===== config.mk =====
export PLATFORM = sky130hd
export DESIGN_NAME = agc_peak_controller
export DESIGN_NICKNAME = d
export VERILOG_FILES = /design/src/rtl/agc_pkg.sv /design/src/rtl/agc_abs_sat.sv /design/src/rtl/agc_peak_controller.sv
export SDC_FILE = /design/constraint.sdc
export NUM_CORES = 1
export LEC_CHECK = 0
export CAP_MARGIN = 20
export CORE_MARGIN = 2
export CORE_UTILIZATION = 35
export DETAILED_ROUTE_END_ITERATION = 7
export PLACE_DENSITY_LB_ADDON = 0.12
export SLEW_MARGIN = 10
export SYNTH_ARGS = -nofsm -noshare
export SYNTH_HDL_FRONTEND = slang
export SYNTH_SLANG_ARGS = --single-unit

===== constraint.sdc =====
create_clock -name clk -period 7.2 [get_ports clk]
set_clock_uncertainty 0.2 [all_clocks]
set_input_delay 0.72 -clock clk [delete_from_list [all_inputs] [get_ports clk]]
set_output_delay 0.72 -clock clk [all_outputs]
set_load 0.05 [all_outputs]

===== src/rtl/agc_pkg.sv =====
// Shared types and constants for the peak-tracking AGC loop.
package agc_pkg;

  typedef enum logic [1:0] {
    IDLE    = 2'd0,
    MEASURE = 2'd1,
    DECIDE  = 2'd2,
    SETTLE  = 2'd3
  } agc_state_t;

  // Power-up gain byte: multiplier code 0, shift code 8 (unity).
  localparam logic [7:0] GAIN_CTRL_RESET = 8'h08;

  localparam logic [3:0] SHIFT_CODE_MIN = 4'd0;
  localparam logic [3:0] SHIFT_CODE_MAX = 4'd15;

  // Field positions inside the gain_control byte.
  localparam int MULT_MSB  = 7;
  localparam int MULT_LSB  = 4;
  localparam int SHIFT_MSB = 3;
  localparam int SHIFT_LSB = 0;

endpackage


===== src/rtl/agc_abs_sat.sv =====
// Saturating magnitude: signed sample -> unsigned magnitude one bit narrower.
// The most-negative input has no positive twin, so it clips to all-ones.
module agc_abs_sat #(
  parameter int DATA_WIDTH = 32
) (
  input  logic signed [DATA_WIDTH-1:0] sample,
  output logic        [DATA_WIDTH-2:0] magnitude
);

  function automatic logic [DATA_WIDTH-2:0] abs_sat(input logic signed [DATA_WIDTH-1:0] x);
    logic [DATA_WIDTH-2:0] neg;
    // For any negative x other than the minimum, |x| fits in the low bits of -x.
    neg = -x[DATA_WIDTH-2:0];
    if (!x[DATA_WIDTH-1]) begin
      return x[DATA_WIDTH-2:0];
    end else if (x[DATA_WIDTH-2:0] == '0) begin
      return '1;
    end else begin
      return neg;
    end
  endfunction

  assign magnitude = abs_sat(sample);

endmodule


===== src/rtl/agc_peak_controller.sv =====
// Closed-loop AGC: measures windowed peak magnitude of the scaler output and
// nudges the shift nibble of gain_control to keep the peak between thresholds.
module agc_peak_controller
  import agc_pkg::*;
#(
  parameter int DATA_WIDTH     = 32,
  parameter int WINDOW_LEN     = 1024,
  parameter int HIGH_THRESH    = 2**(DATA_WIDTH-2),
  parameter int LOW_THRESH     = 2**(DATA_WIDTH-4),
  parameter int SETTLE_SAMPLES = 16,
  parameter int LOCK_WINDOWS   = 4
) (
  input  logic                         clk,
  input  logic                         rst,
  input  logic signed [DATA_WIDTH-1:0] sample_in,
  input  logic                         sample_valid_in,
  input  logic                         agc_enable,
  input  logic        [7:0]            manual_gain_control,
  output logic        [7:0]            gain_control,
  output logic                         gain_update,
  output logic        [DATA_WIDTH-2:0] peak_out,
  output logic                         agc_locked
);

  localparam int WIN_W  = $clog2(WINDOW_LEN + 1);
  localparam int SET_W  = $clog2(SETTLE_SAMPLES + 1);
  localparam int LOCK_W = $clog2(LOCK_WINDOWS + 1);

  localparam logic [WIN_W-1:0]      WIN_LAST = WIN_W'(WINDOW_LEN - 1);
  localparam logic [SET_W-1:0]      SET_LAST = SET_W'(SETTLE_SAMPLES - 1);
  localparam logic [LOCK_W-1:0]     LOCK_SAT = LOCK_W'(LOCK_WINDOWS);
  localparam logic [DATA_WIDTH-2:0] HIGH_T   = (DATA_WIDTH-1)'(HIGH_THRESH);
  localparam logic [DATA_WIDTH-2:0] LOW_T    = (DATA_WIDTH-1)'(LOW_THRESH);

  agc_state_t            state, state_nxt;
  logic [WIN_W-1:0]      win_cnt, win_cnt_nxt;
  logic [SET_W-1:0]      set_cnt, set_cnt_nxt;
  logic [LOCK_W-1:0]     lock_cnt, lock_nxt;
  logic [DATA_WIDTH-2:0] peak, peak_nxt;
  logic [DATA_WIDTH-2:0] peak_out_nxt;
  logic [DATA_WIDTH-2:0] mag_p0;
  logic [3:0]            code, code_nxt;
  logic [7:0]            gain_nxt;
  logic                  locked_nxt;
  logic                  too_high, too_low;

  agc_abs_sat #(.DATA_WIDTH(DATA_WIDTH)) u_abs (
    .sample    (sample_in),
    .magnitude (mag_p0)
  );

  assign code     = gain_control[SHIFT_MSB:SHIFT_LSB];
  assign too_high = (peak > HIGH_T);
  assign too_low  = (peak < LOW_T);
  // Multiplier nibble always follows the manual setting one cycle later.
  assign gain_nxt = {manual_gain_control[MULT_MSB:MULT_LSB], code_nxt};

  // Next-state, window bookkeeping and shift-code decision.
  always_comb begin
    state_nxt    = state;
    win_cnt_nxt  = win_cnt;
    set_cnt_nxt  = set_cnt;
    lock_nxt     = lock_cnt;
    peak_nxt     = peak;
    peak_out_nxt = peak_out;
    code_nxt     = code;
    locked_nxt   = agc_locked;

    if (state != IDLE && !agc_enable) begin
      // Leaving closed loop drops any pending decision.
      state_nxt  = IDLE;
      lock_nxt   = '0;
      locked_nxt = 1'b0;
    end else begin
      unique case (state)
        IDLE: begin
          code_nxt   = manual_gain_control[SHIFT_MSB:SHIFT_LSB];
          lock_nxt   = '0;
          locked_nxt = 1'b0;
          if (agc_enable) begin
            state_nxt   = MEASURE;
            win_cnt_nxt = '0;
            peak_nxt    = '0;
          end
        end
        MEASURE: begin
          if (sample_valid_in) begin
            peak_nxt    = (mag_p0 > peak) ? mag_p0 : peak;
            win_cnt_nxt = win_cnt + 1'b1;
            if (win_cnt == WIN_LAST) begin
              state_nxt = DECIDE;
            end
          end
        end
        DECIDE: begin
          peak_out_nxt = peak;
          peak_nxt     = '0;
          win_cnt_nxt  = '0;
          set_cnt_nxt  = '0;
          if (too_high && code != SHIFT_CODE_MIN) begin
            code_nxt   = code - 1'b1;
            lock_nxt   = '0;
            locked_nxt = 1'b0;
            state_nxt  = SETTLE;
          end else if (too_low && code != SHIFT_CODE_MAX) begin
            code_nxt   = code + 1'b1;
            lock_nxt   = '0;
            locked_nxt = 1'b0;
            state_nxt  = SETTLE;
          end else if (too_high || too_low) begin
            // Out of band but pinned at a code limit: not settled.
            lock_nxt   = '0;
            locked_nxt = 1'b0;
            state_nxt  = MEASURE;
          end else begin
            lock_nxt   = (lock_cnt == LOCK_SAT) ? lock_cnt : lock_cnt + 1'b1;
            locked_nxt = (lock_nxt >= LOCK_SAT);
            state_nxt  = MEASURE;
          end
        end
        SETTLE: begin
          if (sample_valid_in) begin
            if (set_cnt == SET_LAST) begin
              state_nxt   = MEASURE;
              peak_nxt    = '0;
              win_cnt_nxt = '0;
            end else begin
              set_cnt_nxt = set_cnt + 1'b1;
            end
          end
        end
        default: state_nxt = IDLE;
      endcase
    end
  end

  // Register update; gain_update flags the first cycle a new gain byte is visible.
  always_ff @(posedge clk) begin
    if (rst) begin
      state        <= IDLE;
      win_cnt      <= '0;
      set_cnt      <= '0;
      lock_cnt     <= '0;
      peak         <= '0;
      peak_out     <= '0;
      gain_control <= GAIN_CTRL_RESET;
      gain_update  <= 1'b0;
      agc_locked   <= 1'b0;
    end else begin
      state        <= state_nxt;
      win_cnt      <= win_cnt_nxt;
      set_cnt      <= set_cnt_nxt;
      lock_cnt     <= lock_nxt;
      peak         <= peak_nxt;
      peak_out     <= peak_out_nxt;
      gain_control <= gain_nxt;
      gain_update  <= (gain_nxt != gain_control);
      agc_locked   <= locked_nxt;
    end
  end

endmodule


# Word level (Yosys, flattened, before mapping)
# Cells that the tools add are included.
# classes
bitwise_logic	1
mux	37
order_cmp	4
reduce_logical	17
n_eq_ne	15
n_addsub	6
# op_table
operator	count
$mux 31	7
$pmux 31 s4	1
$mux 11	4
$pmux 11 s4	1
$gt 31x31->1	1
$gt 31x31->1 const B	1
$logic_not 31->1	1
$lt 31x29->1 const B	1
$neg 31->31	1
$mux 2	7
$ne 2x2->1 const B	7
$mux 3	4
$mux 4	3
$add 11x1->11 const B	1
$eq 11x10->1 const B	1
$mux 5	2
$pmux 5 s2	1
$reduce_and 5->1	2
$ne 8x8->1	1
$pmux 2 s4	1
$pmux 4 s2	1
$pmux 3 s2	1
$reduce_and 6->1	1
$reduce_bool 2->1	3
21 further kinds	26
# totals
inputBits	44
register_bits	93
output_inout_bits	41

# Logic depth before layout (Yosys ltp)
# Gate-level depths: netlist of run 1.
# logic_depth
depth_word	7
ltp_mapped	18

# Modules after synthesis
# Synthesis of run 1 repeated with hierarchy kept, for this count alone.
# unflattened
hier_cells	720
area_unflattened_um2	5743.0
# modules_own_cells
module	area_per_inst_um2	cells_per_inst	instances
agc_peak_controller	4728.3	546	1
agc_abs_sat	1014.7	174	1

# Worst setup path before layout of run 1
# Ideal clock, no wire load.
# synth_path
path_kind	input -> register
startpoint	input sample_in[15]
endpoint	register peak[0]
t_arrival_ns	4.792
cell_stages	16
setup_slack_ns	2.135
setup_time_ns	0.074
t_required_ns	6.926
cell_sequence	or4_4 or3_1 buf_2 or3_4 or4_1 o21a_1 o21a_1 ha_1 a21o_1 a21o_1 a21oi_1 o21ai_0 a2111o_1 o211ai_1 clkbuf_1 mux2i_1
# synth_between
elab_chain_cells	6
elab_cells_between_ends	10
cone_classes	1 x add/sub; 1 x order compare; 1 x eq/ne; 5 x mux; 2 x reduce/logical
# synth_rtl
element	line	text
start, declared	agc_peak_controller.sv:15	input logic signed [DATA_WIDTH-1:0] sample_in,
$neg 31->31 or $logic_not 31->1 (tied branches)	agc_abs_sat.sv:13, agc_abs_sat.sv:16	
$mux 31	agc_abs_sat.sv:16	end else if (x[DATA_WIDTH-2:0] == '0) begin
$mux 31 (*)	agc_abs_sat.sv:14	if (!x[DATA_WIDTH-1]) begin
$gt 31x31->1 or $mux 31 (tied branches)	agc_peak_controller.sv:88	peak_nxt = (mag_p0 > peak) ? mag_p0 : peak;
$ne 2x2->1 (no source line) or $mux 31 (tied branches)	-	
$reduce_and 6->1 (no source line) or $pmux 31 s4 (tied branches)	-	
end signal, assigned	agc_peak_controller.sv:154	peak <= peak_nxt;
end, declared	agc_peak_controller.sv:39	logic [DATA_WIDTH-2:0] peak, peak_nxt;
# Every way passes the cells marked *; elsewhere a longest branch is shown, timed or not. The select of a mux whose other input is x is not followed.
# A chain may end at the register's enable or synchronous reset.

# Worst setup path in the final report of run 1
# layout_path
startpoint	input sample_in[7]
endpoint	register peak[30]
# The elaborated chain is that of the path after synthesis.

==> flow_summary.ini, run 1 <==
[die]
ioPinCount = 85
die_area_um2 = 17500
dieHeight_um = 132
die_w_um = 132
core_um2 = 16000
num_rows = 46
initial_core_util_pct = 36.1

[routing]
vias = 5345
routed_via_density = 5.17
wl_per_cell_um = 14.8
detail-route-antenna-nets = 0
wl_mm = 15.3
first_iter_violations = 380
drc_errors = 0
dr.pass1.iters = 5

[hold_path]
whs_endpoint = peak_out[28]
min_path_cells = 2
hold_path.class = flop to flop
hp-start = peak_out[28]

[timing]
clock.fmax_mhz = 175
report.final.slew_viol_count = 0
relSlewSlack_pct = 35.3
setup_viol = 0
hold_viol_final = 0
worst_slack_ns = 1.48
fin_crit_ns = 5.72
period_share_pct = 79.5
rsz0062_at_grt = no
setup_tns_ns = 0
worst_pin_slew_ns = 0.971

[synthesis]
syn-cell-area_um2 = 5770
synth_edf_count = 0
async_reset_ff_share_pct = 0
yosysWarnings = 0
yosysSeqAreaShare_pct = 31.9
syn-num-nets = 833
synthDistinctLibCells = 59
syn_avg_cell_area_um2 = 7.74
syn-instance-count = 745
ys.flop_type = dfxtp_1
synth-seq-cells = 92

[clock_tree]
post_cts_buffers = 0
cts_buffers = 9
cts-root-buf = clkbuf_16
cts_resized = 0
clk_path_buf_depth = 2
cts_tree = yes
cts_hold_buf = 0
cts.clk_slew.worst_paths_ns = 0.07
h-tree-depth = 3
cts.sinks = 92
clock_latency_ns = 0.35

[placement]
post-dp-hpwl_mm = 11.9
io_buffers = 84
gp_congestion = 0.875
dp_cells = 1017
dpl_cell_area_um2 = 6790
dp_slack_ns = 1.14

[power]
leakagePower_nw = 2.67
p_comb_share_pct = 31.4
intPower_mw = 1.00
swShare_pct = 35.3
p_clk_share_pct = 31.2
powerDensity_nw_per_um2 = 218
p_seq_share_pct = 37.4
irDropWorstVdd_mv = 0.111
net-switching-power_mw = 0.545

[setup_path]
cp_slowest_cell = nor4_1
path_cells = clkdlybuf4s50_1 > nor4_1 > nand4_1 > or3_4 > or2_1 > nand2_1 > ha_1 > a21o_1 > a21o_1 > a21oi_1 > o21ai_0 > a2111o_1 > o211ai_1 > buf_4 > mux2_2
critPathBufInv = 2
reg2regPathDepth = 10
path_common_cell = a21o_1
worst_r2r_endpoint = peak[30]
crit_type = input port to flop
cp_max_fo = 32
cp.required_ns = 7.24
cp-end-kind = flop
r2r_start = peak[4]
critical_path.top_delay_family = simple AND/OR/NAND/NOR gates
worstPathArrival_ns = 5.76
max_stage_delay_ns = 0.63
cp-start-kind = input port
reg2reg_slack_ns = 4.08

[layout]
num_antenna_cells = 0
layout_commonest_cell = nand2_1
fin_nets = 900
syn_to_final_growth_pct = 22.9
final_area_um2 = 7090
post_layout_nonfiller_instances = 1033
final_cell_mix = 173 x nand2_1, 92 x dfxtp_1, 83 x clkdlybuf4s50_1
drive_gt1_share_pct = 4.77

[global_routing]
grt_max_degree = 50
grt_pass1_wl_mm = 26.1
grt_antenna_before_repair = 0
overflow = 0
grt_usage_pct = 18.0
grt_pass1_vias = 5334

[outcome]
outcome = complete, no violations

[run]
max-cap-violations = 0
[stage by stage]
step | power, mW | hold WS [ns] | utilization [%]
5_1_grt | 1.64 | 0.281 | 44.3
4_1_cts | 1.56 | 0.256 | 44.3
2_1_floorplan | 0.925 | 0.249 | -
6_report | 1.54 | 0.253 | 44.3
3_5_place_dp | 1.07 | 0.247 | 42.4
3_3_place_gp | 1.06 | 0.244 | 42.4
[per-layer routing]
layer	vias to the layer above	global-route usage [%]	part of all wire (%)
met5	-	0	0
met4	0	5.79	2.0
met3	22	3.58	4.1
met2	125	30.0	46
met1	2457	23.4	48
li1	2741	-	-
[power groups by stage]
stage	sequential, mW	clock (mW)	combinational [mW]
6_report	0.577	0.483	0.485
5_1_grt	0.582	0.519	0.538
4_1_cts	0.576	0.499	0.486
3_5_place_dp	0.588	0	0.483
3_3_place_gp	0.587	0	0.477
2_1_floorplan	0.600	0	0.326
[sequential cells by signal (all words and copies together) (netlist names)]
| register | cells |
|---|---|
| gain_update | 1 |
| set_cnt | 5 |
| state | 2 |
| lock_cnt | 2 |
| gain_control | 8 |
| peak | 31 |
| win_cnt | 11 |
| agc_locked | 1 |
| peak_out | 31 |
[worst max path at each step]
stage                  start  cells past startpoint       end  slack (ns)
2_1_floorplan  sample_in[15]                     16   peak[0]        2.13
3_3_place_gp   sample_in[15]                     15  peak[30]        1.24
3_5_place_dp   sample_in[15]                     15  peak[30]        1.14
4_1_cts        sample_in[15]                     15  peak[30]        1.51
5_1_grt         sample_in[7]                     15  peak[30]        1.08
6_report        sample_in[7]                     15  peak[30]        1.48
[cell type report]
| type | count | area (um^2) |
|---|---|---|
| inverter | 45 | 169 |
| sequential | 92 | 1840 |
| tap | 216 | 270 |
| multi-input combinational | 573 | 3620 |
| clock inverter | 6 | 71.3 |
| fill | 1634 | 8910 |
| clock buffer | 10 | 229 |
| timing repair buffer | 91 | 888 |
[synthesized netlist by cell type (2+ instances only)]
| library cell | n | share of area (%) |
|---|---|---|
| a31o_2 | 2 | 0.30 |
| mux2_2 | 3 | 0.59 |
| o21a_1 | 5 | 0.65 |
| clkbuf_1 | 29 | 1.9 |
| a221oi_1 | 3 | 0.46 |
| buf_6 | 2 | 0.39 |
| nor2_1 | 33 | 2.1 |
| nor2b_1 | 5 | 0.54 |
| a211o_1 | 3 | 0.46 |
| nor4_1 | 14 | 1.5 |
| o21ai_0 | 19 | 1.6 |
| or4_1 | 3 | 0.39 |
| or2_2 | 3 | 0.33 |
| inv_1 | 44 | 2.9 |
| or4_4 | 2 | 0.39 |
| o41ai_1 | 5 | 0.76 |
| o31a_1 | 2 | 0.30 |
| mux2i_1 | 32 | 5.6 |
| buf_2 | 3 | 0.26 |
| ha_1 | 44 | 9.5 |
| dfxtp_1 | 92 | 32 |
| and2_1 | 2 | 0.22 |
| a31oi_1 | 5 | 0.54 |
| and3_1 | 4 | 0.43 |
| o31ai_1 | 9 | 1.2 |
| a21o_1 | 17 | 2.2 |
| o221ai_1 | 3 | 0.46 |
| o21ai_1 | 3 | 0.26 |
| a21oi_1 | 60 | 5.2 |
| nand3b_1 | 3 | 0.39 |
| nand2_1 | 173 | 11 |
| xnor2_1 | 12 | 1.8 |
| nand3_1 | 9 | 0.78 |
| nand4_1 | 17 | 1.8 |
| nor3_1 | 13 | 1.1 |
| xor2_1 | 30 | 4.6 |
| a211oi_1 | 2 | 0.26 |
| o211ai_1 | 2 | 0.26 |
| nand2b_1 | 4 | 0.43 |
| or3_1 | 10 | 1.1 |
[logic make-up (layout without fill, tap and decap cells)]
group / count (synthesis) / count (layout) / synth area share, %
buf+inv: 80 / 152 / 5.53
xor+xnor: 42 / 42 / 6.38
flops: 92 / 92 / 31.9
mux: 35 / 35 / 6.14
compound gates: 154 / 154 / 17.2
simple gates: 298 / 298 / 23.3
fa+ha+maj: 44 / 44 / 9.54
[worst min-delay path, cell delays in order, from the launching register on]
cell and delay, ns:
dfxtp_1 0.31, nand2_1 0.05, a21oi_1 0.05
Note: power is estimated with default switching activity, not from simulation.
==> run 2: changes to the inputs <==
==> constraint.sdc (replaced) <==
create_clock -name clk -period 5.1 [get_ports clk]
set_clock_uncertainty 0.2 [all_clocks]
set_input_delay 0.51 -clock clk [delete_from_list [all_inputs] [get_ports clk]]
set_output_delay 0.51 -clock clk [all_outputs]
set_load 0.05 [all_outputs]
==> run 2 against run 1 <==
Global-route usage grew 0.31 points; highest routed layer unchanged; first-iteration DRC count shrank 11%; combinational power grew 47%; via count grew 1.9%; utilization grew 1.4 points; hold slack gained 0.0011 ns.
==> flow_summary.ini, run 2 (synthesis results as in run 1) <==
[placement]
io_buffers = 84
dp_slack_ns = -0.217
post-dp-hpwl_mm = 12.3
gp_congestion = 0.852
dpl_cell_area_um2 = 7010

[clock_tree]
clock_latency_ns = 0.34
cts.clk_slew.worst_paths_ns = 0.07
cts-root-buf = clkbuf_16
cts.sinks = 92
h-tree-depth = 3
cts_tree = yes
clk_path_buf_depth = 2
cts_buffers = 9

[timing]
relSlewSlack_pct = 36.7
rsz0062_at_grt = no
fin_crit_ns = 4.87
setup_viol = 0
setup_tns_ns = 0
worst_slack_ns = 0.234
hold_viol_final = 0
report.final.slew_viol_count = 0
clock.fmax_mhz = 206
worst_pin_slew_ns = 0.949
period_share_pct = 95.4

[die]
core_um2 = 16000
ioPinCount = 85
die_w_um = 132
num_rows = 46
initial_core_util_pct = 36.1
die_area_um2 = 17500
dieHeight_um = 132

[global_routing]
grt_pass1_vias = 5220
grt_max_degree = 50
grt_usage_pct = 18.3
grt_antenna_before_repair = 0
overflow = 0
grt_pass1_wl_mm = 26.2

[power]
irDropWorstVdd_mv = 0.163
leakagePower_nw = 2.79
p_seq_share_pct = 37.7
net-switching-power_mw = 0.773
powerDensity_nw_per_um2 = 296
p_comb_share_pct = 32.9
swShare_pct = 35.7
total_power_mw = 2.16
p_clk_share_pct = 29.4
intPower_mw = 1.39

[setup_path]
crit_type = input port to flop
cp_max_fo = 6
cp_slowest_cell = or4_4
max_stage_delay_ns = 0.54
cp-start-kind = input port
worstPathArrival_ns = 4.94
cp.required_ns = 5.17
path_cells = clkdlybuf4s50_1 > or4_4 > or3_1 > or4_4 > o31ai_1 > xor2_1 > nand2_1 > ha_1 > a21o_1 > a21o_1 > a21oi_1 > o21ai_0 > a2111o_1 > o211ai_1 > buf_4 > buf_4 > mux2i_1
cp-end-kind = flop

[layout]
fin_util_pct = 45.7
largestRegisters = peak x31, peak_out x31, win_cnt x11
final_cell_mix = 173 x nand2_1, 92 x dfxtp_1, 83 x clkdlybuf4s50_1
layout_commonest_cell = nand2_1
fin_nets = 931
final_area_um2 = 7310
syn_to_final_growth_pct = 26.7
drive_gt1_share_pct = 8.25
num_antenna_cells = 0

[routing]
drc_errors = 0
vias = 5446
wl_per_cell_um = 14.8
detail-route-antenna-nets = 0
routed_via_density = 5.12
wl_mm = 15.8
first_iter_violations = 340
dr.pass1.iters = 4

[outcome]
outcome = complete, no violations

[hold_path]
hold_path.class = flop to flop

[run]
max-cap-violations = 0
[run 2: worst paths after layout]
kind	from	cells past startpoint	slack, ns	to
setup / recovery	sample_in[15]	17	0.23	peak[25]
hold / removal	peak_out[18]	2	0.25	peak_out[18]
setup reg to reg	state[0]	9	2.09	gain_update
hold reg to reg	peak_out[18]	2	0.25	peak_out[18]
[run 2: layout make-up]
class | count | area (um^2)
timing repair buffer | 122 | 1120
clock buffer | 11 | 243
clock inverter | 5 | 37.5
fill | 1628 | 8690
sequential | 92 | 1840
inverter | 45 | 169
tap | 216 | 270
multi-input combinational | 573 | 3620
[run 2: timing repair]
item                                    CTS  global route
setup buffers                             0             2
hold buffers                              0             0
gates resized for setup                   0             1
endpoints found under the setup margin    0            22
[run 2: through the flow]
stage	cells	hold WS (ns)
final	1064	0.254
after global routing	1064	0.274
after CTS	1062	0.257
after detailed placement	1046	0.247
after global placement	1046	0.243
after floorplan	745	0.249
[run 2: layer usage]
metal	track usage (%)	vias up	part of all wire, %
li1	-	2783	-
met1	24.6	2536	48
met3	3.11	15	3.3
met2	30.2	112	47
met5	0	-	0
met4	5.26	0	1.5
[run 2: power groups by stage]
stage                     logic (mW)  clock network [mW]  registers [mW]
after floorplan                0.460                   0           0.847
final                          0.711               0.636           0.815
after global routing           0.791               0.682           0.821
after CTS                      0.706               0.652           0.814
after detailed placement       0.703                   0           0.830
after global placement         0.691                   0           0.829
[run 2: critical path, delay by kind of cell]
kind | cells | cell delay, ns
AOI/OAI and AO/OA | 7 | 1.29
xor gates and xnor gates | 1 | 0.30
adders and majority gates | 1 | 0.30
buffers and inverters | 3 | 0.78
muxes | 1 | 0.21
and+or+nand+nor | 4 | 1.54
==> run 3: changes to the inputs <==
--- a/config.mk
+++ b/config.mk
@@ -8,6 +8,7 @@
 export CAP_MARGIN = 20
 export CORE_MARGIN = 2
 export CORE_UTILIZATION = 35
+export CTS_CLUSTER_DIAMETER = 40
 export DETAILED_ROUTE_END_ITERATION = 7
 export PLACE_DENSITY_LB_ADDON = 0.12
 export SLEW_MARGIN = 10
==> constraint.sdc (replaced) <==
create_clock -name clk -period 5.1 [get_ports clk]
set_clock_uncertainty 0.2 [all_clocks]
set_input_delay 1.02 -clock clk [delete_from_list [all_inputs] [get_ports clk]]
set_output_delay 1.02 -clock clk [all_outputs]
set_load 0.05 [all_outputs]
==> run 3 against run 2 <==
Critical path depth did not move; hold slack improved by 0.0017 ns; utilization rose by 4.6 points; die area is the same; register-to-register slack worse by 0.04 ns; first-iteration DRC count shrank 18%; cell count up 6.0%; power rose by 11%; largest power group unchanged.
==> flow_summary.ini, run 3 (synthesis results as in run 1) <==
[routing]
drc_errors = 0
wl_per_cell_um = 14.6
detail-route-antenna-nets = 0
dr.pass1.iters = 5
vias = 5732
wl_mm = 16.5
first_iter_violations = 280
routed_via_density = 5.08

[layout]
layout_commonest_cell = nand2_1
final_cell_mix = 172 x nand2_1, 98 x buf_4, 92 x dfxtp_1
largestRegisters = peak x31, peak_out x31, win_cnt x11
post_layout_nonfiller_instances = 1128
drive_gt1_share_pct = 17.7
num_antenna_cells = 0
fin_nets = 995
syn_to_final_growth_pct = 39.5

[timing]
hold_viol_final = 0
clock.fmax_mhz = 202
worst_pin_slew_ns = 0.916
period_share_pct = 97.0
setup_tns_ns = 0
rsz0062_at_grt = no
fin_crit_ns = 4.95
setup_viol = 0
report.final.slew_viol_count = 0
relSlewSlack_pct = 38.9

[clock_tree]
cts_buffers = 9
h-tree-depth = 3
cts.sinks = 92
cts_hold_buf = 0
cts.clk_slew.worst_paths_ns = 0.07
clock_latency_ns = 0.35
clk_path_buf_depth = 2
cts_tree = yes
cts-root-buf = clkbuf_16

[setup_path]
cp-end-kind = flop
crit_type = input port to flop
cp.required_ns = 5.14
cp-start-kind = input port
worstPathArrival_ns = 4.99
cp_max_fo = 4

[die]
core_um2 = 16000
ioPinCount = 85
die_area_um2 = 17500
dieHeight_um = 132
num_rows = 46
initial_core_util_pct = 36.1
die_w_um = 132

[power]
leakagePower_nw = 3.25
irDropWorstVdd_mv = 0.190
total_power_mw = 2.41
powerDensity_nw_per_um2 = 299

[global_routing]
overflow = 0
grt_pass1_vias = 5749
grt_usage_pct = 19.2
grt_pass1_wl_mm = 27.7
grt_antenna_before_repair = 0
grt_max_degree = 50

[placement]
post-dp-hpwl_mm = 12.7
dp_cells = 1098
io_buffers = 84
gp_congestion = 0.898

[outcome]
outcome = complete, no violations

[hold_path]
hold_path.class = flop to flop

[run]
max-cap-violations = 0
==> run 3: changes by cell type in the layout (fill, tap and decap cells not counted), moves of 4 or more <==
cell / change
buf_4: +61
clkdlybuf4s50_1: -13
dlymetal6s2s_1: +5
clkinvlp_4: -4
dlygate4sd2_1: +4
ha_1: -4
o21ai_0: -4
==> run 3: path summary, 6_finish.rpt <==
check                 from           end  slack, ns  cells after the start
max          sample_in[18]      peak[30]       0.15                     17
min           peak_out[10]  peak_out[10]       0.26                      2
max reg2reg       state[0]   gain_update       2.05                      9
min reg2reg   peak_out[10]  peak_out[10]       0.26                      2
==> run 3: critical path, cell delays in order <==
cell,delay (ns)
buf_6,0.09
or4_4,0.52
or3_4,0.38
buf_4,0.15
or4_4,0.53
o31ai_4,0.22
xor2_2,0.23
nand2_1,0.08
ha_1,0.29
a21o_1,0.16
a21o_1,0.16
a21oi_1,0.16
o21ai_2,0.08
a2111o_1,0.29
o211ai_1,0.11
buf_4,0.21
mux2_4,0.30
==> run 3: cell type report <==
class	count	area [um^2]
clock inverter	5	106
tap	216	270
inverter	45	169
multi-input combinational	573	3770
timing repair buffer	186	1640
clock buffer	11	253
fill	1563	7950
sequential	92	1840
==> run 3: repair_timing <==
item	in CTS	in global routing
cloned	1	0
gates resized for setup	31	30
pin swaps	17	17
setup buffers	10	3
endpoints found under the setup margin	31	31
hold endpoints to repair	0	0
==> run 3: metrics by stage <==
stage | area (um^2) | setup WS (ns) | util, % | hold slack [ns]
finish | 8050 | 0.151 | 50.3 | 0.256
global route | 8050 | 0.00727 | 50.3 | 0.276
CTS | 7890 | 0.00935 | 49.3 | 0.255
detailed placement | 7400 | -0.665 | 46.2 | 0.246
global placement | 7400 | -0.625 | 46.2 | 0.246
floorplan | 5780 | -0.0299 | - | 0.249
==> run 3: layer usage <==
layer	vias to the layer above	global-route usage (%)	part of all wire, %	routed length [um]
li1	2923	-	-	-
met1	2678	23.4	46	7590
met2	111	33.9	49	8070
met3	20	3.84	3.5	580
met4	0	5.97	1.7	279
met5	-	0	0	0
==> run 3: where the power goes <==
group          switching, mW  internal, mW  total, mW
clock network          0.294         0.508      0.802
registers             0.0613         0.754      0.816
logic                  0.443         0.345      0.788
total                  0.799          1.61       2.41
